File: config.mk
export PLATFORM = sky130hd
export DESIGN_NAME = cam_capture_ds
export DESIGN_NICKNAME = d
export VERILOG_FILES = /design/src/rtl/cam_pkg.sv /design/src/rtl/cam_byte_pack.sv /design/src/rtl/cam_capture_ds.sv
export SDC_FILE = /design/constraint.sdc
export NUM_CORES = 1
export LEC_CHECK = 0
export CELL_PAD_IN_SITES_DETAIL_PLACEMENT = 1
export CELL_PAD_IN_SITES_GLOBAL_PLACEMENT = 1
export CORE_ASPECT_RATIO = 1.2
export CORE_MARGIN = 1.5
export CORE_UTILIZATION = 40
export DETAILED_ROUTE_END_ITERATION = 16
export GPL_TIMING_DRIVEN = 0
export PLACE_DENSITY = 0.78
export SLEW_MARGIN = 25
export SYNTH_ARGS = -nofsm -noshare
export SYNTH_HDL_FRONTEND = slang
export SYNTH_HIERARCHICAL = 1
export SYNTH_SLANG_ARGS = --single-unit
File: constraint.sdc
create_clock -name pclk -period 4.6 [get_ports pclk]
set_input_delay 1.15 -clock pclk [delete_from_list [all_inputs] [get_ports pclk]]
set_output_delay 1.15 -clock pclk [all_outputs]
set_load 0.01 [all_outputs]
File: src/rtl/cam_pkg.sv
// Shared definitions for the camera capture / downscale block.
// Latency: n/a (types, constants and helpers only).
// Backpressure: n/a.
package cam_pkg;

    // Output pixel formats
    localparam int FMT_RGB444 = 0;   // RGB565 reduced to RGB444
    localparam int FMT_RGB565 = 1;   // RGB565 passed through
    localparam int FMT_GRAY   = 2;   // 8-bit gray taken from the first (Y) byte

    // Capture controller states
    typedef enum logic [1:0] {
        ST_IDLE    = 2'd0,
        ST_SYNC    = 2'd1,
        ST_CAPTURE = 2'd2,
        ST_HOLD    = 2'd3
    } cap_state_t;

    // One camera pixel as it arrives on the byte bus: first byte is the MSB
    typedef struct packed {
        logic [7:0] hi;
        logic [7:0] lo;
    } pix_pair_t;

    // Index of the last frame-buffer word for a given geometry and decimation
    function automatic int pix_limit(input int h_active, input int v_active, input int decim);
        return (h_active / decim) * (v_active / decim) - 1;
    endfunction

endpackage

File: src/rtl/cam_byte_pack.sv
// Pairs camera bytes into 16-bit pixels and converts them to the output format.
// Latency: combinational pair strobe in the cycle the second byte sits in d_q.
// Backpressure: none; the camera cannot be stalled, pixels are offered once.
//
// Ports:
//   pclk, rst_n  clock and asynchronous active-low reset
//   clr          clears the byte phase (start of a captured frame)
//   href_q       registered href; bytes are only paired while it is high
//   href_rise    href_q rising edge; the byte in d_q is then a first byte
//   d_q          registered camera byte
//   pair_vld     a pixel pair completes this cycle
//   pair_dat     the completed pixel in the selected output format
//   phase_odd    a first byte was seen without its partner
module cam_byte_pack
    import cam_pkg::*;
#(
    parameter int OUT_FMT = FMT_RGB444
) (
    input  logic        pclk,
    input  logic        rst_n,
    input  logic        clr,
    input  logic        href_q,
    input  logic        href_rise,
    input  logic [7:0]  d_q,
    output logic        pair_vld,
    output logic [15:0] pair_dat,
    output logic        phase_odd
);

    logic      phase;
    logic      eff_phase;
    logic [7:0] msb_byte;
    pix_pair_t pix;

    // A new line always starts on a first byte, whatever the stale phase says.
    always_comb begin
        eff_phase = href_rise ? 1'b0 : phase;
        pair_vld  = href_q & eff_phase;
        pix.hi    = msb_byte;
        pix.lo    = d_q;
        phase_odd = phase;
    end

    always_ff @(posedge pclk or negedge rst_n) begin
        if (!rst_n) begin
            phase    <= 1'b0;
            msb_byte <= 8'h00;
        end else if (clr) begin
            phase    <= 1'b0;
        end else if (href_q) begin
            phase <= ~eff_phase;
            if (!eff_phase) begin
                msb_byte <= d_q;
            end
        end
    end

    always_comb begin
        case (OUT_FMT)
            FMT_RGB565: pair_dat = pix;
            FMT_GRAY:   pair_dat = {8'h00, pix.hi};
            default:    pair_dat = {4'h0, pix[15:12], pix[10:7], pix[4:1]};
        endcase
    end

endmodule

File: src/rtl/cam_capture_ds.sv
// Camera capture with optional 1/2/4 decimation, writing pixels to a frame buffer.
// Latency: we/dout/addr appear two pclk after the second byte of a pixel is on d.
// Backpressure: none; the frame buffer must accept one write per kept pixel.
//
// Ports:
//   pclk, rst_n         pixel clock, asynchronous active-low reset
//   vsync, href, d      raw camera interface (registered once before use)
//   enable              arms capture; dropping it mid-frame lets the frame finish
//   single_shot         1 = park in HOLD after one frame
//   addr, dout, we      frame-buffer write port; addr advances after each write
//   frame_done          one-cycle pulse when a captured frame ends
//   line_err            sticky: a line had the wrong pixel count or an odd byte count
//   busy                waiting for or capturing a frame
module cam_capture_ds
    import cam_pkg::*;
#(
    parameter int OUT_FMT  = 0,
    parameter int DECIM    = 1,    // 1, 2 or 4 only; the keep test masks low bits
    parameter int H_ACTIVE = 640,
    parameter int V_ACTIVE = 480,
    parameter int ADDR_W   = 17
) (
    input  logic              pclk,
    input  logic              rst_n,
    input  logic              vsync,
    input  logic              href,
    input  logic [7:0]        d,
    input  logic              enable,
    input  logic              single_shot,
    output logic [ADDR_W-1:0] addr,
    output logic [15:0]       dout,
    output logic              we,
    output logic              frame_done,
    output logic              line_err,
    output logic              busy
);

    localparam logic [ADDR_W-1:0] ADDR_LIMIT = ADDR_W'(pix_limit(H_ACTIVE, V_ACTIVE, DECIM));
    localparam logic [15:0]       H_LIM      = 16'(H_ACTIVE);
    localparam logic [15:0]       V_LIM      = 16'(V_ACTIVE);
    localparam logic [15:0]       DEC_MASK   = 16'(DECIM - 1);
    localparam logic [15:0]       CNT_MAX    = 16'hFFFF;

    // Input registers plus one more stage for edge detection
    logic       vsync_q, vsync_qq;
    logic       href_q, href_qq;
    logic [7:0] d_q;

    always_ff @(posedge pclk or negedge rst_n) begin
        if (!rst_n) begin
            vsync_q  <= 1'b0;
            vsync_qq <= 1'b0;
            href_q   <= 1'b0;
            href_qq  <= 1'b0;
            d_q      <= 8'h00;
        end else begin
            vsync_q  <= vsync;
            vsync_qq <= vsync_q;
            href_q   <= href;
            href_qq  <= href_q;
            d_q      <= d;
        end
    end

    logic vs_rise, vs_fall, href_rise, href_fall;

    assign vs_rise   =  vsync_q & ~vsync_qq;
    assign vs_fall   = ~vsync_q &  vsync_qq;
    assign href_rise =  href_q  & ~href_qq;
    assign href_fall = ~href_q  &  href_qq;

    // ---------------- Controller ----------------
    cap_state_t state, state_nxt;
    logic       cap_entry;
    logic       capturing;

    always_ff @(posedge pclk or negedge rst_n) begin
        if (!rst_n) begin
            state <= ST_IDLE;
        end else begin
            state <= state_nxt;
        end
    end

    // enable is only looked at outside CAPTURE so a started frame always completes
    always_comb begin
        state_nxt = state;
        case (state)
            ST_IDLE: begin
                if (enable) state_nxt = ST_SYNC;
            end
            ST_SYNC: begin
                if (!enable)      state_nxt = ST_IDLE;
                else if (vs_fall) state_nxt = ST_CAPTURE;
            end
            ST_CAPTURE: begin
                if (vs_rise) state_nxt = single_shot ? ST_HOLD : ST_SYNC;
            end
            ST_HOLD: begin
                if (!enable) state_nxt = ST_IDLE;
            end
            default: state_nxt = ST_IDLE;
        endcase
    end

    always_comb begin
        busy       = (state == ST_SYNC) || (state == ST_CAPTURE);
        capturing  = (state == ST_CAPTURE);
        frame_done = capturing && vs_rise;
        cap_entry  = (state == ST_SYNC) && enable && vs_fall;
    end

    // ---------------- Byte pairing ----------------
    logic        pair_vld;
    logic [15:0] pair_dat;
    logic        phase_odd;

    cam_byte_pack #(
        .OUT_FMT (OUT_FMT)
    ) u_byte_pack (
        .pclk      (pclk),
        .rst_n     (rst_n),
        .clr       (cap_entry),
        .href_q    (href_q),
        .href_rise (href_rise),
        .d_q       (d_q),
        .pair_vld  (pair_vld),
        .pair_dat  (pair_dat),
        .phase_odd (phase_odd)
    );

    // ---------------- Counters, decimation, address ----------------
    logic [15:0] x_cnt, y_cnt;
    logic        full;       // last buffer word written; no more writes this frame
    logic        in_frame;
    logic        keep;

    always_comb begin
        in_frame = (y_cnt < V_LIM);
        keep     = ((x_cnt & DEC_MASK) == 16'd0) &&
                   ((y_cnt & DEC_MASK) == 16'd0) &&
                   (x_cnt < H_LIM) && in_frame && !full;
    end

    always_ff @(posedge pclk or negedge rst_n) begin
        if (!rst_n) begin
            addr     <= '0;
            dout     <= 16'h0000;
            we       <= 1'b0;
            line_err <= 1'b0;
            x_cnt    <= 16'd0;
            y_cnt    <= 16'd0;
            full     <= 1'b0;
        end else begin
            we <= 1'b0;
            if (cap_entry) begin
                addr     <= '0;
                line_err <= 1'b0;
                x_cnt    <= 16'd0;
                y_cnt    <= 16'd0;
                full     <= 1'b0;
            end else begin
                // Address moves on after the write it belonged to, and sticks at the end
                if (we) begin
                    if (addr == ADDR_LIMIT) full <= 1'b1;
                    else                    addr <= addr + 1'b1;
                end
                if (capturing) begin
                    if (href_rise) begin
                        x_cnt <= 16'd0;
                    end else if (pair_vld && (x_cnt != CNT_MAX)) begin
                        x_cnt <= x_cnt + 16'd1;
                    end
                    if (href_fall) begin
                        // Lines past the bottom of the frame are not judged
                        if (in_frame && ((x_cnt != H_LIM) || phase_odd)) begin
                            line_err <= 1'b1;
                        end
                        if (y_cnt != CNT_MAX) y_cnt <= y_cnt + 16'd1;
                    end
                    if (pair_vld && keep) begin
                        we   <= 1'b1;
                        dout <= pair_dat;
                    end
                end
            end
        end
    end

endmodule

== After elaboration in Yosys (flattened, before gate mapping) ==
Cells that the tools add are included.

* Add/sub/neg operators: 3
* Order comparisons: 2
* Eq/ne operators: 12
* Multiplexer cells: 31
* Bitwise logic cells: 11
* Reductions and logical operators: 28

{| class="wikitable"
|+ Operators by type and width
! operator !! number
|-
| two-way mux 16 bit || 8
|-
| two-way mux 17 bit || 3
|-
| adder 16 x 1 -> 16 bit, second input constant || 2
|-
| != test 16 bit, second input constant || 2
|-
| adder 17 x 1 -> 17 bit, second input constant || 1
|-
| == test 17 x 16 -> 1 bit, second input constant || 1
|-
| < comparator 16 x 10 -> 1 bit, second input constant || 1
|-
| < comparator 16 x 9 -> 1 bit, second input constant || 1
|-
| != test 16 x 10 -> 1 bit, second input constant || 1
|-
| nonzero test 2 bit || 7
|-
| two-way mux 1 bit || 13
|-
| two-way mux 2 bit || 6
|-
| AND reduction 3 bit || 4
|-
| logical AND 1 bit || 8
|-
| != test 2 bit, second input constant || 4
|-
| case mux 2 bit (4 select lines) || 1
|-
| inverter 1 bit || 6
|-
| AND reduction 2 bit || 3
|-
| bitwise AND 1 bit || 5
|-
| == test 2 bit, second input constant || 2
|-
| AND reduction 4 bit || 1
|-
| != test 3 bit, second input constant || 1
|-
| nonzero test 3 bit || 1
|-
| == test 2 x 1 -> 1 bit, second input constant || 1
|-
| other kinds (3) || 4
|}

* Register bits after elaboration: 87
* Input bits: 14
* Word-level logic and storage cells: 102

== Longest topological paths before layout ==
Gate-level depths: netlist of run 1.

* Depth after elaboration: 9
* Gate-level depth with buffers: 9

== By module ==
Netlist of run 1, hierarchy kept.

{| class="wikitable"
|+ Modules (own cells, without submodules)
! module !! instances !! cells an instance !! area an instance (um2) !! sequential area each (um2)
|-
| cam_capture_ds || 1 || 383 || 4,075.2 || 2,052.0
|-
| cam_byte_pack || 1 || 30 || 399.1 || 200.2
|}

== Worst setup path after synthesis of run 1 ==
No wires, ideal clock.

* Path kind: input-to-reg
* Start point: in enable
* End point: reg u_byte_pack.msb_byte[0]
* Data arrival time: 2,558 ps
* Data required time: 4,475 ps
* Slack: 1,917 ps
* Stages: 6
* Path buffers: 3
* Cells stage by stage: and4b_1 -> clkbuf_2 -> clkbuf_1 -> buf_1 -> nor3b_4 -> mux2_2

* Word-level cells in the longest chain between the ends: 4

{| class="wikitable"
|+ RTL lines
! element !! line !! text
|-
| start, declared || cam_capture_ds.sv:28 || <nowiki>input logic enable,</nowiki>
|-
| logical AND 1 bit (2 in a row) || cam_capture_ds.sv:110 || <nowiki>cap_entry = (state == ST_SYNC) && enable && vs_fall;</nowiki>
|-
| net cap_entry || cam_capture_ds.sv:74 || <nowiki>logic cap_entry;</nowiki>
|-
| inverter 1 bit (no source line) || n/a ||
|-
| AND reduction 3 bit (no source line) || n/a ||
|-
| end signal, assigned || cam_byte_pack.sv:53 || <nowiki>msb_byte <= d_q;</nowiki>
|-
| end, declared || cam_byte_pack.sv:32 || <nowiki>logic [7:0] msb_byte;</nowiki>
|}

The timed path passes the listed nets, and every way through them passes these cells.
A chain may end at the register's enable or synchronous reset.

== Worst setup path after layout of run 1 ==
* Start point: in enable
* End point: reg u_byte_pack.msb_byte[6]

The elaborated chain is that of the path after synthesis.

==> flow_summary.ini, run 1 <==
[synth]
synth.avg_cell_area_um2 = 10.8
ys_ff_latch = 90
syn_area_um2 = 4470
yosys-top-cells-area = dfrtp_1 50%, mux2_2 5.5%, nor2_1 4.6%, xor2_1 3.9%, ha_1 2.5%
synth_edf_count = 0
yosysWarnings = 6
synthArstFlopShare_pct = 100
synth_flop_cell = dfrtp_1
synth_area_leader_cell = dfrtp_1
ys_seq_area_share_pct = 50.3
yosysUniqueCellTypes = 63
synth_cells = 413
yosysTopAreaCellShare_pct = 50.3

[clock_tree]
cts_root_buffer = clkbuf_16
clockBufferDepth = 2
cts_setup_buffers = 0
cts_resized = 0
clk_pin_slew_ps = 70
h-tree-depth = 3
hold_buffers = 0
cts_buffers = 9
cts_sinks = 90
worstSkewPairLatency_ps = 350
cts_tree = yes

[cells_and_area]
drive_above_1_share_pct = 16.4
n_antenna_cell = 0
final_cell_count_no_fill = 615
final_nets = 501
syn2layout_area_growth_pct = 22.8

[setup_path]
cp_data_arrival_time_ps = 3570
critPathMaxFanout = 11
setup.worst_path.start_class = primary input
critPathKind = primary input to flip-flop
cp.required_ps = 4830
cp-end-kind = flip-flop

[grt]
grt_pass1_vias = 3563
grt_use_total_pct = 18.9
antenna_found_initial = 0
grt.overflow.total = 0
grt_max_degree = 58
grt_first_pass_wirelength_um = 17800

[route]
drtIter0Drc = 133
drt-vias-per-instance = 5.52
wl_um = 10200
postRouteAntennaNets = 0
vias = 3394
drcViolationCount = 0
first_pass_iters = 4
wl_per_cell_um = 16.6

[power_and_ir_drop]
switchingPower_mw = 0.720
seqPwrFrac_pct = 44.3
p_per_area_nw_per_um2 = 433
switching_share_pct = 30.3
cellLeakagePower_nw = 2.41
vdd_drop_max_v = 0.000194
clkPwrFrac_pct = 32.8
p_comb_share_pct = 22.9
p_int_mw = 1.66

[sta]
max-slew-margin-rel_pct = 59.6
final_hold_viol_count = 0
fin_skew_ps = 11.0
rsz0062_at_grt = false
fmaxAchievable_mhz = 300
hold_slack_ps = 418
tightest_slew_ps = 600
setup_viol = 0
min_period_over_period_pct = 72.5
finalMaxSlewViolations = 0
min_period_ps = 3340

[floorplan]
initial_core_util_pct = 40.7
chipHeight_um = 119
coreArea_um2 = 11000
io_pins = 51
rows = 42
die_area_um2 = 11800
die_w_um = 99.5

[run]
maxCapViolations = 0

[place]
dp_cells = 599
dpl.hpwl_um = 7300
port_buffers = 50
place_congestion = 0.779

[worst_hold_path]
hold_path.class = flip-flop to flip-flop

[run_status]
status = completed
-- cells by family after synthesis --
group           share of synthesized area, %
compound gates                          5.87
mux                                     6.49
simple gates                            24.5
fa+ha+maj                               2.52
other cells                           0.0838
xor+xnor                                6.07
flops                                   50.3
buf+inv                                 4.14
-- sequential cells by signal, indices dropped and copies added, names as in the netlist --
| signal | count |
|---|---|
| we | 1 |
| addr | 17 |
| x_cnt | 16 |
| u_byte_pack/phase_odd | 1 |
| u_byte_pack/msb_byte | 7 |
| d_q | 8 |
| vsync_q | 1 |
| dout | 16 |
| vsync_qq | 1 |
| href_q | 1 |
| line_err | 1 |
| full | 1 |
| y_cnt | 16 |
| state | 2 |
| href_qq | 1 |
-- cell type report --
type,count,area [µm²]
buffer,24,163
multi-input combinational,296,2050
tap,132,165
clock buffer,9,225
sequential,90,2250
timing repair buffer,51,529
inverter,6,22.5
fill,1188,5490
clock inverter,7,90.1
-- stage by stage --
step	TNS (ps)	cell area [µm²]	power (mW)	worst slack [ps]	utilization, %
after floorplan	0	4490	1.36	1920	-
final	0	5500	2.38	1260	50.0
after global placement	-79790	5150	1.58	-893	46.9
after detailed placement	0	5180	1.62	900	47.2
after CTS	0	5500	2.41	1270	50.0
after global routing	0	5500	2.51	1150	50.0
-- cells in the mapped netlist, types with 2 or more instances --
cell / number
nor4_1: 6
nor3_1: 19
xor2_1: 20
nor3_2: 2
and4_1: 5
o21a_1: 3
nand2b_1: 2
o21ai_2: 2
xnor2_1: 11
nand4b_1: 2
nand3b_1: 2
clkbuf_2: 3
mux2i_1: 2
nor4_4: 2
clkbuf_1: 3
nand2_1: 19
ha_1: 9
nand3_1: 20
mux2_2: 22
nor2_1: 55
nand4_1: 16
a21o_1: 2
buf_6: 4
dfrtp_1: 90
nor3b_1: 2
inv_1: 6
o21ai_0: 8
buf_4: 10
a21oi_1: 8
or4_1: 3
o211ai_1: 6
and4_4: 2
and3_1: 10
buf_1: 3
a31oi_1: 3
mux2_1: 2
and2_1: 3
-- worst max-delay path, stage by stage --
cell and delay, ps:
clkdlybuf4s50_1 460, and4b_1 190, clkbuf_2 130, clkbuf_1 280
buf_1 360, nor3b_4 570, mux2_2 410
-- final timing paths --
check                                     start                                  end  slack [ps]  cells past startpoint
hold reg to reg               vsync_q$_DFF_PN0_                   vsync_qq$_DFF_PN0_         420                      0
setup reg to reg           state[1]$_DFFE_PN0P_  u_byte_pack/msb_byte[6]$_DFFE_PN0P_        1820                      8
min in group asynchronous                 rst_n                 dout[10]$_DFFE_PN0P_         680                      1
hold / removal                vsync_q$_DFF_PN0_                   vsync_qq$_DFF_PN0_         420                      0
max in group asynchronous                 rst_n                 addr[11]$_DFFE_PN0P_        3320                      2
setup / recovery                         enable  u_byte_pack/msb_byte[6]$_DFFE_PN0P_        1260                      7
-- power groups by stage --
stage / registers (mW) / logic (mW) / clock network [mW]
floorplan: 1.06 / 0.299 / 0
global route: 1.08 / 0.601 / 0.833
detailed placement: 1.07 / 0.552 / 0
finish: 1.05 / 0.544 / 0.779
CTS: 1.06 / 0.554 / 0.801
global placement: 1.06 / 0.523 / 0
-- placed cells by master, fill, tap and decap left out, types with 3 or more instances in the layout --
cell              n
xnor2_1          11
nand2_1          19
o21a_1            3
inv_8             3
and2_1            3
ha_1              9
clkbuf_1          3
clkdlybuf4s50_1  49
nor3_1           19
nand4_1          16
a31oi_1           3
dfrtp_1          90
inv_1             6
conb_1            4
buf_6             5
nand3_1          20
clkbuf_2          3
nor4_1            6
buf_1             3
a21oi_1           8
nor2_1           55
or4_1             3
xor2_1           20
o21ai_0           8
o211ai_1          6
buf_4            10
and4_1            5
mux2_2           22
and3_1           10
clkbuf_16         9
-- metal layers --
layer	vias up	track usage (%)	wire length (µm)
li1	1597	-	-
met1	1730	24.0	4590
met2	57	32.1	5200
met3	10	4.05	288
met4	0	5.90	148
met5	-	0	0
No activity file was read; power rests on OpenSTA's default activity.
==> run 2: changes to the inputs <==
==> constraint.sdc (replaced) <==
create_clock -name pclk -period 3.4 [get_ports pclk]
set_input_delay 0.85 -clock pclk [delete_from_list [all_inputs] [get_ports pclk]]
set_output_delay 0.85 -clock pclk [all_outputs]
set_load 0.01 [all_outputs]
==> results of run 2 <==
Same layout as run 1 (identical final DEF). Status: completed.
Among the figures that moved: setup slack after placement 900 ps -> -0.413 ps; setup slack after layout 1260 ps -> 364 ps; hold slack 418 ps -> 383 ps; register-to-register setup slack 1820 ps -> 620 ps; total power 2.38 mW -> 3.22 mW; worst IR drop on VDD 0.000194 V -> 0.000262 V
==> run 3: changes to the inputs <==
--- a/config.mk
+++ b/config.mk
@@ -5,6 +5,7 @@
 export SDC_FILE = /design/constraint.sdc
 export NUM_CORES = 1
 export LEC_CHECK = 0
+export ABC_AREA = 1
 export CELL_PAD_IN_SITES_DETAIL_PLACEMENT = 1
 export CELL_PAD_IN_SITES_GLOBAL_PLACEMENT = 1
 export CORE_ASPECT_RATIO = 1.2
@@ -12,9 +13,7 @@
 export CORE_UTILIZATION = 40
 export DETAILED_ROUTE_END_ITERATION = 16
 export GPL_TIMING_DRIVEN = 0
-export PLACE_DENSITY = 0.78
-export SLEW_MARGIN = 25
+export PLACE_DENSITY = 0.82
 export SYNTH_ARGS = -nofsm -noshare
 export SYNTH_HDL_FRONTEND = slang
-export SYNTH_HIERARCHICAL = 1
 export SYNTH_SLANG_ARGS = --single-unit
==> flow_summary.ini, run 3 <==
[setup_path]
cp_data_arrival_time_ps = 2060
slowest_delay_ps = 550
cp.required_ps = 2550
critPathMaxFanout = 7
r2r_start = state[1]$_DFFE_PN0P_
crit_chain = inv_1, ha_1, buf_2, inv_1, nor2_1, clkdlybuf4s50_1
setup.worst_path.start_class = flip-flop
worst_r2r_path_depth = 8
cp-end-kind = output port
cp_common_cell = inv_1
r2r_setup_slack_ps = 1080
critPathKind = flip-flop to output port
timing.rr.end = x_cnt[1]$_DFFE_PN0P_
slowest_stage = clkdlybuf4s50_1

[cells_and_area]
drive_above_1_share_pct = 10.3
final_nets = 744
final_common_cell = nand2_1
final_cell_mix = 184 x nand2_1, 86 x dfrtp_1, 84 x nand3_1
final_util_pct = 49.2
final_cell_count_no_fill = 887
largest_reg_flops = 17
fin_area_um2 = 5980
syn2layout_area_growth_pct = 19.6
top_regs = addr: 17 flops, x_cnt: 16 flops, y_cnt: 16 flops
top_register = addr
n_antenna_cell = 0

[clock_tree]
cts_resized = 0
cts_root_buffer = clkbuf_16
cts_tree = yes
cts_sinks = 86
worstSkewPairLatency_ps = 360
cts_buffers = 9
cts_setup_buffers = 0
clk_pin_slew_ps = 70
hold_buffers = 0
h-tree-depth = 3
clockBufferDepth = 2

[power_and_ir_drop]
seqPwrFrac_pct = 40.3
switchingPower_mw = 1.52
cellLeakagePower_nw = 2.82
vdd_drop_max_v = 0.000298
p_int_mw = 2.39
switching_share_pct = 38.8
p_per_area_nw_per_um2 = 654
power_mw = 3.91
clkPwrFrac_pct = 25.2
p_comb_share_pct = 34.5

[place]
placed_area_um2 = 5700
port_buffers = 46
dpl.hpwl_um = 10400
place_ws_ps = 434
dp_cells = 871
place_congestion = 0.875

[floorplan]
io_pins = 51
die_area_um2 = 13200
coreArea_um2 = 12200
chipHeight_um = 125
rows = 44
initial_core_util_pct = 41.1
die_w_um = 105

[route]
first_pass_iters = 4
vias = 4624
postRouteAntennaNets = 0
drtIter0Drc = 157
wl_um = 14400
drt-vias-per-instance = 5.21
drcViolationCount = 0
wl_per_cell_um = 16.2

[synth]
synth_area_leader_cell = dfrtp_1
synth_cells = 660
yosys-top-cells-area = dfrtp_1 43%, nand2_1 14%, nand3_1 8.4%, nor2_1 5.6%, inv_1 4.9%
synthArstFlopShare_pct = 100
syn_area_um2 = 5000
synth_edf_count = 0
ys_seq_area_share_pct = 43.0
synth.avg_cell_area_um2 = 7.58
synthTopCellsByCount = 184 x nand2_1, 86 x dfrtp_1, 84 x nand3_1, 74 x nor2_1, 65 x inv_1
ys_ff_latch = 86
yosysWarnings = 0
synth_flop_cell = dfrtp_1
synthMostInstantiatedCell = nand2_1
yosysUniqueCellTypes = 40
yosysTopAreaCellShare_pct = 43.0

[sta]
hold_slack_ps = 379
fin_skew_ps = 8.93
final_hold_viol_count = 0
max-slew-margin-rel_pct = 49.8
fin_ws_ps = 493
finalMaxSlewViolations = 0
fin_tns_setup_ps = 0
tightest_slew_ps = 754
rsz0062_at_grt = false
fmaxAchievable_mhz = 344
min_period_over_period_pct = 85.5
setup_viol = 0
min_period_ps = 2910

[worst_hold_path]
hold_path.class = flip-flop to flip-flop
hold_depth = 0
min_from = vsync_q$_DFF_PN0_
min_to = vsync_qq$_DFF_PN0_

[run]
maxCapViolations = 0

[grt]
grt_pass1_vias = 4901
antenna_found_initial = 0
grt.overflow.total = 0
grt_use_total_pct = 23.2
grt_first_pass_wirelength_um = 24400
grt_max_degree = 57

[run_status]
status = completed
==> run 3: changes by cell type after synthesis, sizes merged, moves of 7 or more <==
cell,previous run,this run
nand2,19,196
inv,6,72
nand3,21,87
o21ai,11,38
nor2,55,81
mux2,24,1
and3,10,0
xnor2,11,2
nor4,9,1
and4,7,0
==> run 3: logic make-up (layout without fill, tap and decap cells) <==
group           Yosys count  count (layout)  synth area share (%)
simple gates            403             403                  36.8
buf+inv                  93             156                  8.46
flops                    86              86                  43.0
compound gates           50              50                  6.23
xor+xnor                 17              17                  2.98
fa+ha+maj                 9               9                  2.25
other cells               1               4                0.0750
mux                       1               1                 0.225
==> run 3: power by group through the flow <==
stage,Clock (mW),Combinational (mW),Sequential [mW]
2_1_floorplan,0,0.758,1.57
3_3_place_gp,0,1.27,1.57
3_5_place_dp,0,1.35,1.59
4_1_cts,0.989,1.37,1.57
5_1_grt,1.02,1.50,1.62
6_report,0.985,1.35,1.57
==> run 3: worst max-delay path: cells and delay by family (launching register included) <==
family | cells | cell delay [ps]
fa+ha+maj | 1 | 160
buf+inv | 4 | 980
flops | 1 | 410
simple gates | 1 | 140
==> run 3: cell type report <==
type,count,area (µm²)
plain buffers,21,153
flip-flops and latches,86,2150
repair buffers,47,485
multi-input cells,484,2440
inverters,72,270
fillers,1523,6180
clock inverters,6,53.8
clock buffers,10,229
well taps,161,201
==> run 3: metal layers <==
layer	track usage [%]	up-vias	routed length, µm
met5	0	-	0
li1	-	2221	-
met2	41.6	61	7610
met3	3.81	22	380
met1	28.3	2320	6090
met4	7.57	0	295
==> run 3: worst max-delay path by stage <==
| stage | from | end | slack [ps] |
|---|---|---|---|
| 3_5_place_dp | enable | x_cnt[1]$_DFFE_PN0P_ | 430 |
| 5_1_grt | state[0]$_DFFE_PN0P_ | frame_done | 350 |
| 2_1_floorplan | state[0]$_DFFE_PN0P_ | frame_done | 1530 |
| 3_3_place_gp | rst_n | x_cnt[15]$_DFFE_PN0P_ | -1780 |
| 4_1_cts | state[0]$_DFFE_PN0P_ | frame_done | 450 |
| 6_report | state[0]$_DFFE_PN0P_ | frame_done | 490 |
